**config.mk**
```make
export PLATFORM = sky130hd
export DESIGN_NAME = rc4_ksa_engine
export DESIGN_NICKNAME = d
export VERILOG_FILES = /design/src/rtl/rc4_pkg.sv /design/src/rtl/rc4_mod_counter.sv /design/src/rtl/rc4_ksa_engine.sv
export SDC_FILE = /design/constraint.sdc
export NUM_CORES = 1
export LEC_CHECK = 0
export ABC_AREA = 1
export ABC_CLOCK_PERIOD_IN_PS = 7700
export BUFFER_PORTS_ARGS = -buffer_cell sky130_fd_sc_hd__buf_2
export CORE_UTILIZATION = 51
export CTS_BUF_LIST = sky130_fd_sc_hd__clkbuf_8
export CTS_CLUSTER_DIAMETER = 100
export DETAILED_ROUTE_END_ITERATION = 10
export PLACE_DENSITY = 0.72
export SETUP_SLACK_MARGIN = 0.05
export SYNTH_ARGS = -nofsm -noshare
export SYNTH_HDL_FRONTEND = slang
export SYNTH_SLANG_ARGS = --single-unit
```
**constraint.sdc**
```tcl
create_clock -name clk -period 7.7 [get_ports clk]
set_input_delay 1.155 -clock clk [delete_from_list [all_inputs] [get_ports clk]]
set_output_delay 1.155 -clock clk [all_outputs]
set_load 0.01 [all_outputs]
```
**src/rtl/rc4_pkg.sv**
```systemverilog
// Shared types and helpers for the RC4 key-scheduling engine.
package rc4_pkg;

  typedef enum logic [3:0] {
    IDLE,
    FILL,
    RD_I,
    WT_I,
    CALC_J,
    RD_J,
    WT_J,
    WR_I,
    WR_J,
    NEXT,
    DONE
  } rc4_state_t;

  // Number of S-box entries for a given address width.
  function automatic int rc4_entries(input int addr_w);
    return 1 << addr_w;
  endfunction

endpackage

```
**src/rtl/rc4_mod_counter.sv**
```systemverilog
// Wrapping modulo-MOD counter with synchronous clear and enable.
module rc4_mod_counter #(
  parameter int MOD = 3,
  parameter int W   = (MOD > 1) ? $clog2(MOD) : 1
) (
  input  logic         clk,
  input  logic         rst_n,
  input  logic         clr,
  input  logic         en,
  output logic [W-1:0] cnt
);

  localparam logic [W-1:0] LAST = W'(MOD - 1);

  always_ff @(posedge clk or negedge rst_n) begin
    if (!rst_n) begin
      cnt <= '0;
    end else if (clr) begin
      cnt <= '0;
    end else if (en) begin
      cnt <= (cnt == LAST) ? '0 : cnt + 1'b1;
    end
  end

endmodule

```
**src/rtl/rc4_ksa_engine.sv**
```systemverilog
// RC4 key-scheduling engine: optional identity fill, then the KSA swap loop
// against a single-port synchronous S-box RAM with configurable read latency.
module rc4_ksa_engine
  import rc4_pkg::*;
#(
  parameter int ADDR_W    = 8,
  parameter int KEY_BYTES = 3,
  parameter int RD_LAT    = 1,
  parameter int INIT_EN   = 1
) (
  input  logic                        clk,
  input  logic                        rst_n,
  input  logic [KEY_BYTES*ADDR_W-1:0] key,
  input  logic                        start,
  input  logic                        done_ack,
  input  logic [ADDR_W-1:0]           q,
  output logic [ADDR_W-1:0]           addr,
  output logic [ADDR_W-1:0]           data,
  output logic                        wren,
  output logic                        busy,
  output logic                        done
);

  localparam int N  = rc4_entries(ADDR_W);
  localparam int KW = (KEY_BYTES > 1) ? $clog2(KEY_BYTES) : 1;
  localparam int CW = $clog2(RD_LAT + 1);
  localparam logic [ADDR_W-1:0] LAST_IDX = ADDR_W'(N - 1);
  localparam logic [CW-1:0]     WT_LAST  = CW'(RD_LAT - 1);

  rc4_state_t state, state_nx;

  logic [ADDR_W-1:0] i, i_nx;
  logic [ADDR_W-1:0] j, j_nx;
  logic [ADDR_W-1:0] si;
  logic [ADDR_W-1:0] jn;
  logic [ADDR_W-1:0] kb;
  logic [ADDR_W-1:0] key_a [KEY_BYTES];
  logic [ADDR_W-1:0] addr_nx, data_nx;
  logic              wren_nx;
  logic [CW-1:0]     cnt, cnt_nx;
  logic [KW-1:0]     k;
  logic              k_clr, k_en, key_ld;

  rc4_mod_counter #(
    .MOD (KEY_BYTES),
    .W   (KW)
  ) u_kidx (
    .clk   (clk),
    .rst_n (rst_n),
    .clr   (k_clr),
    .en    (k_en),
    .cnt   (k)
  );

  // Key element 0 sits in the most-significant bits of the key bus.
  always_ff @(posedge clk) begin
    if (key_ld) begin
      for (int e = 0; e < KEY_BYTES; e++) begin
        key_a[e] <= key[(KEY_BYTES-1-e)*ADDR_W +: ADDR_W];
      end
    end
  end

  always_comb begin
    kb = '0;
    for (int e = 0; e < KEY_BYTES; e++) begin
      if (k == KW'(e)) kb = key_a[e];
    end
  end

  assign jn = j + q + kb;

  always_ff @(posedge clk) begin
    if (state == CALC_J) si <= q;
  end

  always_ff @(posedge clk or negedge rst_n) begin
    if (!rst_n) begin
      state <= IDLE;
      i     <= '0;
      j     <= '0;
      cnt   <= '0;
      addr  <= '0;
      data  <= '0;
      wren  <= 1'b0;
    end else begin
      state <= state_nx;
      i     <= i_nx;
      j     <= j_nx;
      cnt   <= cnt_nx;
      addr  <= addr_nx;
      data  <= data_nx;
      wren  <= wren_nx;
    end
  end

  always_comb begin
    state_nx = state;
    i_nx     = i;
    j_nx     = j;
    cnt_nx   = cnt;
    k_clr    = 1'b0;
    k_en     = 1'b0;
    key_ld   = 1'b0;
    case (state)
      IDLE: begin
        if (start) begin
          key_ld   = 1'b1;
          k_clr    = 1'b1;
          i_nx     = '0;
          j_nx     = '0;
          state_nx = (INIT_EN != 0) ? FILL : RD_I;
        end
      end
      // i doubles as the fill address and wraps back to 0 for the shuffle.
      FILL: begin
        i_nx = i + 1'b1;
        if (i == LAST_IDX) state_nx = RD_I;
      end
      RD_I: begin
        cnt_nx   = '0;
        state_nx = WT_I;
      end
      WT_I: begin
        if (cnt == WT_LAST) state_nx = CALC_J;
        else                cnt_nx   = cnt + 1'b1;
      end
      CALC_J: begin
        j_nx     = jn;
        state_nx = (jn == i) ? NEXT : RD_J;
      end
      RD_J: begin
        cnt_nx   = '0;
        state_nx = WT_J;
      end
      WT_J: begin
        if (cnt == WT_LAST) state_nx = WR_I;
        else                cnt_nx   = cnt + 1'b1;
      end
      WR_I: state_nx = WR_J;
      WR_J: state_nx = NEXT;
      NEXT: begin
        if (i == LAST_IDX) begin
          state_nx = DONE;
        end else begin
          i_nx     = i + 1'b1;
          k_en     = 1'b1;
          state_nx = RD_I;
        end
      end
      DONE: begin
        if (done_ack) state_nx = IDLE;
      end
      default: state_nx = IDLE;
    endcase
  end

  // RAM controls are decoded from the upcoming state so they are registered
  // and hold steady for the full cycle of that state; s[j] is captured into
  // data on the edge that enters WR_I.
  always_comb begin
    addr_nx = '0;
    data_nx = '0;
    wren_nx = 1'b0;
    case (state_nx)
      FILL: begin
        addr_nx = i_nx;
        data_nx = i_nx;
        wren_nx = 1'b1;
      end
      RD_I, WT_I, CALC_J: addr_nx = i_nx;
      RD_J, WT_J:         addr_nx = j_nx;
      WR_I: begin
        addr_nx = i_nx;
        data_nx = q;
        wren_nx = 1'b1;
      end
      WR_J: begin
        addr_nx = j_nx;
        data_nx = si;
        wren_nx = 1'b1;
      end
      default: ;
    endcase
  end

  assign busy = (state != IDLE) && (state != DONE);
  assign done = (state == DONE);

endmodule

```
# Word level (Yosys, flattened, before mapping)
# Memory sizes are Yosys's and may differ from the RTL's.
# Index checks and enable logic that the tools add are counted.
[totals]
register_bits = 48
mem_bits_rw = 24
input_bits = 36
output_inout_bits = 19
n_memories = 1
[op_classes]
addsub = 5
eq_ne = 23
n_mux = 30
reduce_logical = 11
[memory_table]
columns = ["name", "words", "word_bits", "read_ports", "rd_ports_with_merged_regs", "write_ports", "line", "source"]
rows = [
  ["key_a", 3, 8, 3, 0, 3, "rc4_ksa_engine.sv:37", "logic [ADDR_W-1:0] key_a [KEY_BYTES];"],
]
[op_table]
columns = ["operator", "count"]
rows = [
  ["two-way mux 8 bit", 6],
  ["case mux 8 bit (3 select lines)", 2],
  ["case mux 4 bit (11 select lines)", 1],
  ["== test 4 x 3 -> 1 bit (second input constant)", 8],
  ["case mux 8 bit (2 select lines)", 2],
  ["two-way mux 4 bit", 7],
  ["adder 8 bit", 2],
  ["== test 4 x 2 -> 1 bit (second input constant)", 4],
  ["== test 4 bit (second input constant)", 4],
  ["adder 8 x 1 -> 8 bit (second input constant)", 1],
  ["== test 4 x 1 -> 1 bit (second input constant)", 2],
  ["== test 8 bit", 1],
  ["== test 8 bit (second input constant)", 1],
  ["two-way mux 1 bit", 8],
  ["two-way mux 2 bit", 3],
  ["OR reduction 3 bit", 2],
  ["OR reduction 5 bit", 1],
  ["zero test 4 bit", 1],
  ["inequality test 4 bit (second input constant)", 1],
  ["nonzero test 2 bit", 2],
  ["nonzero test 4 bit", 1],
  ["OR reduction 2 bit", 2],
  ["adder 2 x 1 -> 2 bit (second input constant)", 1],
  ["== test 2 x 1 -> 1 bit (second input constant)", 1],
  ["5 further kinds", 5],
]

# Depth between registers and ports, before layout
# Gate-level depths: netlist (run 1).
[logic_depth]
ltp_word = 11
mapped_depth = 26
mapped_depth_nobuf = 26

# Modules after synthesis
# Synthesis (run 1) repeated with hierarchy kept, for this count alone.
[hier_totals]
hier_cells = 421
hier_area_um2 = 3782.4
[modules_own_cells]
columns = ["mod", "instances", "cells_each", "area_each_um2", "seq_area_each_um2"]
rows = [
  ["rc4_ksa_engine", 1, 410, 3693.5, 1886.8],
  ["rc4_mod_counter", 1, 11, 88.8, 50.0],
]

# Worst setup path before layout (run 1)
# Ideal clock, no wire load.
[synth_path]
path_kind = "input-to-reg"
startpoint = "input port q[1]"
endpoint = "register addr[1]"
setup_time_ns = 0.117
arrival_time_ns = 3.590
required_ns = 7.583
path_slack_ns = 3.994
stages = 22
path_buffers = 0
cell_sequence = "inv_1 -> fa_1 -> inv_1 -> ha_1 -> inv_1 -> fa_1 -> inv_1 -> nand2_1 -> nand2_1 -> nand3_1 -> nor2_1 -> nand2_1 -> nor2_2 -> nand4_2 -> nor2_4 -> nor2_4 -> nor2_8 -> inv_6 -> nand2_4 -> nand2_4 -> nand2_1 -> nand2_1"
[synth_between]
elab_chain_cells = 8
word_cells_on_any_way = 17
cone_classes = "2 x add/sub; 9 x eq/ne; 4 x mux; 2 x reduce/logical"
[synth_lines]
columns = ["element", "line", "source"]
rows = [
  ["start: declaration", "rc4_ksa_engine.sv:16", "input logic [ADDR_W-1:0] q,"],
  ["adder 8 bit (*) (2 in a row)", "rc4_ksa_engine.sv:71", "assign jn = j + q + kb;"],
  ["== test 8 bit (*)", "rc4_ksa_engine.sv:130", "state_nx = (jn == i) ? NEXT : RD_J;"],
  ["two-way mux 4 bit (*)", "rc4_ksa_engine.sv:130", ""],
  ["case mux 4 bit (11 select lines) (*)", "rc4_ksa_engine.sv:105", "case (state)"],
  ["via state_nx[2]", "rc4_ksa_engine.sv:30", "rc4_state_t state, state_nx;"],
  ["== test 4 x 3 -> 1 bit, or another cell as far along", "rc4_ksa_engine.sv:165", "case (state_nx)"],
  ["OR reduction 5 bit (no line) or OR reduction 3 bit (tied branches)", "--", ""],
  ["case mux 8 bit (2 select lines) (*)", "rc4_ksa_engine.sv:165", ""],
  ["via addr_nx[1]", "rc4_ksa_engine.sv:38", "logic [ADDR_W-1:0] addr_nx, data_nx;"],
  ["end signal: assignment", "rc4_ksa_engine.sv:91", "addr <= addr_nx;"],
  ["end: declaration", "rc4_ksa_engine.sv:17", "output logic [ADDR_W-1:0] addr,"],
]
# Mark *: on every way through the listed nets, which the timed path passes. The rest lies on a longest branch.
# A chain may end at the register's enable or synchronous reset.

# Worst setup path after layout (run 1)
[layout_path]
startpoint = "register u_kidx.cnt[0]"
endpoint = "register data[0]"
[layout_between]
elab_chain_cells = 10
word_cells_on_any_way = 14
cone_classes = "1 x add/sub; 6 x eq/ne; 6 x mux; 1 x reduce/logical"
[layout_lines]
columns = ["element", "line", "source"]
rows = [
  ["start: declaration", "rc4_mod_counter.sv:10", "output logic [W-1:0] cnt"],
  ["start signal: assignment", "rc4_mod_counter.sv:21", "cnt <= (cnt == LAST) ? '0 : cnt + 1'b1;"],
  ["zero test 2 bit", "rc4_ksa_engine.sv:67", "if (k == KW'(e)) kb = key_a[e];"],
  ["two-way mux 8 bit (2 in a row)", "rc4_ksa_engine.sv:67", ""],
  ["two-way mux 8 bit (*)", "rc4_ksa_engine.sv:67", ""],
  ["adder 8 bit (*)", "rc4_ksa_engine.sv:71", ""],
  ["== test 8 bit (*)", "rc4_ksa_engine.sv:130", ""],
  ["two-way mux 4 bit (*)", "rc4_ksa_engine.sv:130", ""],
  ["case mux 4 bit (11 select lines) (*)", "rc4_ksa_engine.sv:105", ""],
  ["via state_nx[2]", "rc4_ksa_engine.sv:30", ""],
  ["== test 4 bit, or another cell as far along", "rc4_ksa_engine.sv:165", ""],
  ["case mux 8 bit (3 select lines) (*)", "rc4_ksa_engine.sv:165", ""],
  ["via data_nx[0]", "rc4_ksa_engine.sv:38", ""],
  ["end signal: assignment", "rc4_ksa_engine.sv:92", "data <= data_nx;"],
  ["end: declaration", "rc4_ksa_engine.sv:18", "output logic [ADDR_W-1:0] data,"],
]
# Marks and branches as above.

==> impl_metrics.ini, run 1 <==
[outcome]
run_status = finished, final reports clean

[timing]
period_minus_slack_ps = 3820
finalClockSkew_ps = 13.3
fmax_mhz = 262
hold_viol = 0
worst_pin_slew_ps = 1170
grt_setup_unrepaired = no
setup_viol = 0
hold_ws_ps = 472
fin_ws_ps = 3880
slew_viol_final = 0
finalCritPeriodShare_pct = 49.6
max-slew-margin-rel_pct = 22.0
fin_setup_tns_ps = 0

[grt]
first_global_vias = 2769
grt_overflow = 0
grt_use_total_pct = 23.8
grt_max_degree = 40
antenna_found_initial = 0
grt_pass1_wl_um = 13400

[yosys]
yosysWarnings = 0
synthTopCellsByArea = dfrtp_1, edfxtp_1, nand2_1, inv_1, nand3_1
async_flop_share_pct = 54.9
synth_area_um2 = 3780
ys_types = 41
ys_ff_latch = 71
synth_top_cell_area_share_pct = 25.8
ys.flop_type = dfrtp_1
ys_seq_area_share_pct = 51.2
synth-edff-count = 32
synth_top_area_cell = dfrtp_1
avgSynthCellArea_um2 = 8.96
postSynthCellCount = 422
synth_nets = 473

[worst_setup_path]
timing.rr.start = u_kidx.cnt[0]
critical_path_class = reg -> reg
reg2reg_slack_ps = 3880
crit_required_ps = 7990
start_kind = flip-flop
timing.rr.end = data[0]
ff2ff_path_depth = 24
path_max_fanout = 7
arrival_ps = 4110
endpoint_kind = flip-flop

[placement]
io_buffers = 54
detailedPlace.worstSlack_ps = 3670
gp_congestion = 0.914
placed_cell_area_um2 = 4180
dp_hpwl_um = 6340

[cts]
htree_num_levels = 3
clk_latency_ps = 350
cts-root-buf = clkbuf_8
cts.clk_slew.worst_paths_ps = 80
post_cts_resized = 0
post_cts_buffers = 0
clk_path_buf_depth = 2
postCtsHoldBufs = 0
cts_buffers = 9
tritoncts = done
cts.sinks = 71

[die]
die_w_um = 88.1
die_area_um2 = 7770
fp-row-count = 31
ioPinCount = 55
initial_utilization_pct = 52.4
core_um2 = 7210
die_h_um = 88.1

[detailed_routing]
ant_nets = 0
drcViolationCount = 0
routed_wl_um = 8310
num_vias = 3016
wl_per_cell_um = 14.1
dr.pass1.iters = 4
drt_iter0_drc = 191
vias_per_cell = 5.10

[cells_and_area]
final_util_pct = 61.0
fin_nets = 538
final_cell_mix = nand2_1, inv_1, buf_2
ff_latch_area_um2 = 1940
fillers = 637
drive_gt1_share_pct = 19.7
antenna_cells = 0
final_area_um2 = 4400
multi_input_area_um2 = 1570
area_growth_pct = 16.4
final_common_cell = nand2_1

[min_path]
whs_endpoint = data[4]
min_path_cells = 2
hold_path.class = reg -> reg
hold_start = si[4]

[power_and_ir_drop]
peakVddDrop_mv = 0.209
cellPowerDensity_nw_per_um2 = 489
power.leakage_nw = 2.19

[flow_run]
maxCapViolations = 0
[metrics by stage]
step | power, W | cells
after global routing | 0.00236 | 591
after global placement | 0.00179 | 575
after floorplan | 0.00152 | 422
after detailed placement | 0.00182 | 575
final | 0.00215 | 591
after CTS | 0.00216 | 591
[synth_stat cells (2+ instances only)]
| cell type | instances |
|---|---|
| a21oi_1 | 11 |
| dfrtp_1 | 39 |
| edfxtp_1 | 32 |
| fa_1 | 8 |
| ha_1 | 7 |
| inv_1 | 66 |
| inv_2 | 4 |
| nand2_1 | 120 |
| nand2_2 | 6 |
| nand2_4 | 2 |
| nand3_1 | 39 |
| nand3_2 | 2 |
| nand4_1 | 3 |
| nor2_1 | 21 |
| nor2_2 | 3 |
| nor2_4 | 3 |
| nor2_8 | 2 |
| nor3_1 | 2 |
| o21a_1 | 2 |
| o21ai_0 | 20 |
| o22ai_1 | 8 |
| o2bb2ai_1 | 3 |
[logic make-up after synthesis]
family / count (synthesis) / share of synthesized area, %
AND/OR/NAND/NOR: 208 / 25.6
buffers and inverters: 72 / 7.28
flip-flops: 71 / 51.2
AO/OA/AOI/OAI: 54 / 8.87
adder cells (fa/ha/maj): 15 / 6.55
XOR/XNOR: 2 / 0.463
[sequential cells by signal, indices dropped and copies added, names as in the netlist]
name        flops
key_a          24
si              8
i               8
data            8
u_kidx.cnt      2
addr            8
wren            1
j               8
state           4
[layer usage]
metal / track usage [%] / share of wire (%) / wire length, um
met4: 9.09 / 1.5 / 123
met5: 0 / 0 / 0
met1: 31.4 / 45 / 3760
met2: 39.3 / 48 / 3960
met3: 4.24 / 5.6 / 461
[worst max-delay path by stage]
stage | slack (ps) | endpoint | cells after the start | startpoint
2_1_floorplan | 3990 | addr[1] | 22 | q[1]
3_3_place_gp | 3720 | addr[1] | 23 | q[1]
3_5_place_dp | 3670 | data[0] | 22 | q[1]
4_1_cts | 3890 | data[0] | 23 | u_kidx.cnt[0]
5_1_grt | 3590 | data[0] | 24 | u_kidx.cnt[0]
6_report | 3880 | data[0] | 24 | u_kidx.cnt[0]
[worst max-delay path: stages, from the launching register on]
cell     delay [ps]
dfrtp_1         430
inv_1           170
nor2_1          130
a22o_1          210
a21oi_1         200
fa_1            440
inv_1            60
ha_1            200
inv_1            70
fa_1            390
inv_1           110
nand3_1          90
nand2_1          80
nand2_1          90
nand3_1          80
nand2_1          60
nor2_2           80
nand4_2         100
nor2_4          140
nor2_4           60
nor2_8          150
inv_6            60
nor2_8          140
nand3_1         100
nand2_1         100
[where the power goes]
group	total (W)	internal (W)	switching [W]
Combinational	0.00125	0.000413	0.000833
Clock	0.000333	0.000197	0.000136
Sequential	0.000573	0.000518	0.0000555
[final cells by class]
type                       count  area share [%]
clock buffer                  11            3.44
clock inverter                 5            1.65
inverter                      72            6.25
multi-input combinational    279            35.7
sequential                    71            44.0
tap                           99            2.81
timing repair buffer          54            6.14
(Power assumes the default switching activity.)
==> run 2: changes to the inputs <==
Settings changed: ABC_CLOCK_PERIOD_IN_PS 7700 to 3700.
Clock period 7.7 ns to 3.7 ns, I/O delays scaled along.
==> run 2 against run 1 <==
Global-route usage fell by 0.33 points. Critical path depth decreased by 2. Fmax increased by 6.7%. Flip-flop and latch count did not move. Sequential power rose by 110%. First-iteration DRC count down 24%. Final cell count is 1.7% higher. Cell area rose by 4.5%. Via count increased by 0.60%. Routed wire length rose by 0.45%. Critical path type unchanged.
==> impl_metrics.ini, run 2 (synthesized netlist as in run 1, its figures left out) <==
[worst_setup_path]
start_kind = flip-flop
timing.rr.start = u_kidx.cnt[1]
crit_top_cell = inv_2
critical_path_class = reg -> reg
path_max_fanout = 6
crit_path_top_delay_cell = dfrtp_2
ff2ff_path_depth = 22
slowest_delay_ps = 440
endpoint_kind = flip-flop
reg2reg_slack_ps = 120
arrival_ps = 3870
crit_chain = inv_2, nor2_4, a22o_1, a21oi_2, fa_1, inv_1, ha_2, inv_2, fa_2, inv_2, nand4_1, and2b_1, nand2_2, nand3_1, nand2_2, nor2_4, buf_4, a21oi_2, inv_2, nor2_8, nand3_1, nand2_1
crit_required_ps = 3990
timing.rr.end = data[7]

[cells_and_area]
final_common_cell = nand2_1
antenna_cells = 0
regMostFlops = key_a
multi_input_area_um2 = 1650
ff_latch_area_um2 = 1940
drive_gt1_share_pct = 25.5
final_util_pct = 63.8
fin_nets = 548
final_area_um2 = 4600
area_growth_pct = 21.6
largest_reg_flops = 24
fillers = 619
final_cell_mix = nand2_1, inv_1, buf_2

[cts]
cts.sinks = 71
postCtsHoldBufs = 0
tritoncts = done
cts.clk_slew.worst_paths_ps = 80
clk_path_buf_depth = 2
cts-root-buf = clkbuf_8
cts_buffers = 9
clk_latency_ps = 350
htree_num_levels = 3

[timing]
slew_viol_final = 0
setup_viol = 0
hold_viol = 0
hold_ws_ps = 317
finalCritPeriodShare_pct = 96.7
worst_pin_slew_ps = 888
finalClockSkew_ps = 11.9
fmax_mhz = 280
max-slew-margin-rel_pct = 40.8
grt_setup_unrepaired = yes
period_minus_slack_ps = 3580

[placement]
io_buffers = 54
dp_hpwl_um = 6350
gp_congestion = 0.878
placed_cell_area_um2 = 4220

[power_and_ir_drop]
peakVddDrop_mv = 0.494
power.leakage_nw = 2.25
cellPowerDensity_nw_per_um2 = 1040

[grt]
antenna_found_initial = 0
grt_overflow = 0
grt_pass1_wl_um = 13300
grt_use_total_pct = 23.5
first_global_vias = 2851
grt_max_degree = 40

[die]
core_um2 = 7210
die_w_um = 88.1
fp-row-count = 31
initial_utilization_pct = 52.4
ioPinCount = 55
die_area_um2 = 7770
die_h_um = 88.1

[flow_run]
maxCapViolations = 0

[detailed_routing]
wl_per_cell_um = 13.9
drcViolationCount = 0
vias_per_cell = 5.05
dr.pass1.iters = 4
drt_iter0_drc = 146
ant_nets = 0
num_vias = 3034
routed_wl_um = 8340

[outcome]
run_status = finished, final reports clean

[min_path]
hold_path.class = in -> async
-- run 2: cell count changes in the layout (fill, tap and decap cells not counted), sizes merged --
cell and change:
buf +10, clkinv +2, inv -2, bufinv +1, clkbuf -1
-- run 2: what timing repair did --
action | in CTS | in global routing
resized for setup | 0 | 23
buffers inserted | 0 | 5
endpoints found under the setup margin | 0 | 14
-- run 2: final cells by class --
class	instances	share of cell area, %
multi-input combinational	279	35.9
timing repair buffer	64	7.78
tap	99	2.69
inverter	72	5.98
clock buffer	10	2.99
sequential	71	42.2
clock inverter	6	2.53
-- run 2: how the worst max path moves through the flow --
stage	start	to	slack, ps	depth (start not counted)
4_1_cts	u_kidx.cnt[1]	addr[0]	150	25
6_report	u_kidx.cnt[1]	data[7]	120	22
3_3_place_gp	u_kidx.cnt[0]	addr[1]	230	24
2_1_floorplan	u_kidx.cnt[0]	addr[1]	350	25
3_5_place_dp	u_kidx.cnt[1]	addr[0]	160	25
5_1_grt	u_kidx.cnt[1]	addr[0]	-80	24
-- run 2: metrics by stage --
step           worst slack, ps  instances  setup TNS [ps]  total power [W]
3_3_place_gp               232        580               0          0.00374
5_1_grt                  -83.6        601            -914          0.00519
3_5_place_dp               158        580               0          0.00377
6_report                   123        601               0          0.00478
4_1_cts                    147        596               0          0.00456
2_1_floorplan              350        422               0          0.00316
-- run 2: critical path, delay by kind of cell (launching register included) --
family,cells,cell delay [ps]
fa+ha+maj,3,960
compound gates,3,550
buf+inv,6,510
flops,1,440
simple gates,10,1070
-- run 2: power breakdown --
part	total (W)	switching [W]	internal [W]	leakage, nW
registers	0.00120	0.000126	0.00108	0.811
logic	0.00281	0.00180	0.00101	1.32
clock network	0.000769	0.000298	0.000471	0.127
-- run 2: per-layer routing --
layer | up-vias | wire [um] | track usage, %
li1 | 1525 | - | -
met4 | 0 | 136 | 9.09
met1 | 1416 | 3770 | 30.2
met2 | 81 | 4120 | 39.6
met5 | - | 0 | 0
met3 | 12 | 318 | 4.15
==> run 3: changes to the inputs <==
Settings changed: CORE_MARGIN from default to 2.
==> run 3 against run 2 <==
Utilization fell by 2.3 points. Sequential share of layout area rose by 1.6 points. First-iteration DRC count grew 1.4%. Critical endpoint is now wren.
==> impl_metrics.ini, run 3 (synthesized netlist as in run 1, its figures left out) <==
[die]
initial_utilization_pct = 52.4
core_um2 = 7210
fp-row-count = 31
die_h_um = 90.1
die_w_um = 90.1
ioPinCount = 55
die_area_um2 = 8120

[timing]
slew_viol_final = 0
finalClockSkew_ps = 12.9
setup_viol = 0
grt_setup_unrepaired = yes
fmax_mhz = 284
max-slew-margin-rel_pct = 39.1
finalCritPeriodShare_pct = 95.1
hold_ws_ps = 328
fin_setup_tns_ps = 0
period_minus_slack_ps = 3520
worst_pin_slew_ps = 914
hold_viol = 0

[grt]
grt_overflow = 0
grt_pass1_wl_um = 13800
grt_use_total_pct = 22.3
grt_max_degree = 40
antenna_found_initial = 0
first_global_vias = 2811

[cts]
clk_latency_ps = 350
clk_path_buf_depth = 2
postCtsHoldBufs = 0
cts-root-buf = clkbuf_8
htree_num_levels = 3
tritoncts = done
cts.clk_slew.worst_paths_ps = 80
cts.sinks = 71
cts_buffers = 9

[min_path]
hold_path.class = in -> async

[worst_setup_path]
ff2ff_path_depth = 24
critical_path_class = reg -> reg
cp.buffers_inverters = 5
reg2reg_slack_ps = 180
start_kind = flip-flop
path_max_fanout = 6
endpoint_kind = flip-flop
crit_top_cell = nand2_1
timing.rr.start = u_kidx.cnt[0]
cp_top_family = simple AND/OR/NAND/NOR gates
crit_chain = inv_2, nor2_1, a22o_1, a21oi_2, fa_1, inv_1, ha_2, inv_1, fa_1, inv_1, nand3_1, nand2_1, nand2_1, nand3_1, nand2_1, nor2_2, nand4_2, nor2_4, nor2_4, nor2_8, inv_6, nor2_8, nand2_1, nand3_2
timing.rr.end = wren
crit_required_ps = 3980
crit_path_top_delay_cell = dfrtp_2
slowest_delay_ps = 440
arrival_ps = 3800

[cells_and_area]
drive_gt1_share_pct = 22.2
final_cell_mix = nand2_1, inv_1, buf_2
fillers = 654
antenna_cells = 0
regMostFlops = key_a
final_common_cell = nand2_1
final_area_um2 = 4430
largest_reg_flops = 24
final_util_pct = 61.4
fin_nets = 545
area_growth_pct = 17.2

[outcome]
run_status = finished, final reports clean

[placement]
gp_congestion = 0.915
dp_hpwl_um = 6650
io_buffers = 54
placed_cell_area_um2 = 4220

[power_and_ir_drop]
cellPowerDensity_nw_per_um2 = 994
peakVddDrop_mv = 0.409
power.leakage_nw = 2.20

[flow_run]
maxCapViolations = 0

[detailed_routing]
num_vias = 2997
routed_wl_um = 8550
drt_iter0_drc = 148
drcViolationCount = 0
vias_per_cell = 5.01
dr.pass1.iters = 4
ant_nets = 0
wl_per_cell_um = 14.3
==> run 3: cell type report <==
cell class | instances | area (um2) | area share, %
Sequential cell | 71 | 1940 | 43.7
Multi-Input combinational cell | 279 | 1600 | 36.1
Timing Repair Buffer | 61 | 323 | 7.28
Inverter | 72 | 275 | 6.21
Clock buffer | 11 | 151 | 3.42
Tap cell | 99 | 124 | 2.79
Clock inverter | 5 | 20.0 | 0.452
==> run 3: repair_timing <==
action	CTS	global route
setup endpoints to repair	0	14
setup buffers	0	2
resized for setup	0	9
==> run 3: stage by stage <==
step / setup slack (ps) / total power [W] / cells
after detailed placement: 127 / 0.00381 / 580
final: 182 / 0.00440 / 598
after floorplan: 350 / 0.00316 / 422
after global routing: -111 / 0.00482 / 598
after global placement: 196 / 0.00376 / 580
after CTS: 130 / 0.00436 / 596
==> run 3: report_power, final <==
part | switching (W) | internal [W] | total [W]
clock | 0.000277 | 0.000269 | 0.000546
combinational | 0.00175 | 0.000913 | 0.00266
sequential | 0.000119 | 0.00108 | 0.00120
==> run 3: metal layers <==
metal,global-route usage [%],wire length (um),share of wire [%],up-vias
met3,3.52,546,6.4,15
met2,36.1,4010,47,86
met1,30.1,3740,44,1368
met5,0,0,0,-
li1,-,-,-,1528
met4,9.74,244,2.9,0
==> run 3: how the worst max path moves through the flow <==
stage                             start       to  slack (ps)  depth (start not counted)
after global routing      u_kidx.cnt[1]  data[3]        -110                         24
after detailed placement  u_kidx.cnt[0]  addr[2]         130                         24
after global placement    u_kidx.cnt[1]  addr[0]         200                         25
final                     u_kidx.cnt[0]     wren         180                         24
after floorplan           u_kidx.cnt[0]  addr[1]         350                         25
after CTS                 u_kidx.cnt[0]  addr[2]         130                         24
==> run 3: worst register-to-register path, stage by stage, from the launching register on <==
cell and delay (ps):
dfrtp_2 440, inv_2 60, nor2_1 50, a22o_1 210, a21oi_2 120, fa_1 420
inv_1 80, ha_2 170, inv_1 50, fa_1 390, inv_1 110, nand3_1 90
nand2_1 80, nand2_1 80, nand3_1 80, nand2_1 60, nor2_2 90, nand4_2 110
nor2_4 170, nor2_4 60, nor2_8 140, inv_6 60, nor2_8 160, nand2_1 90
nand3_2 100
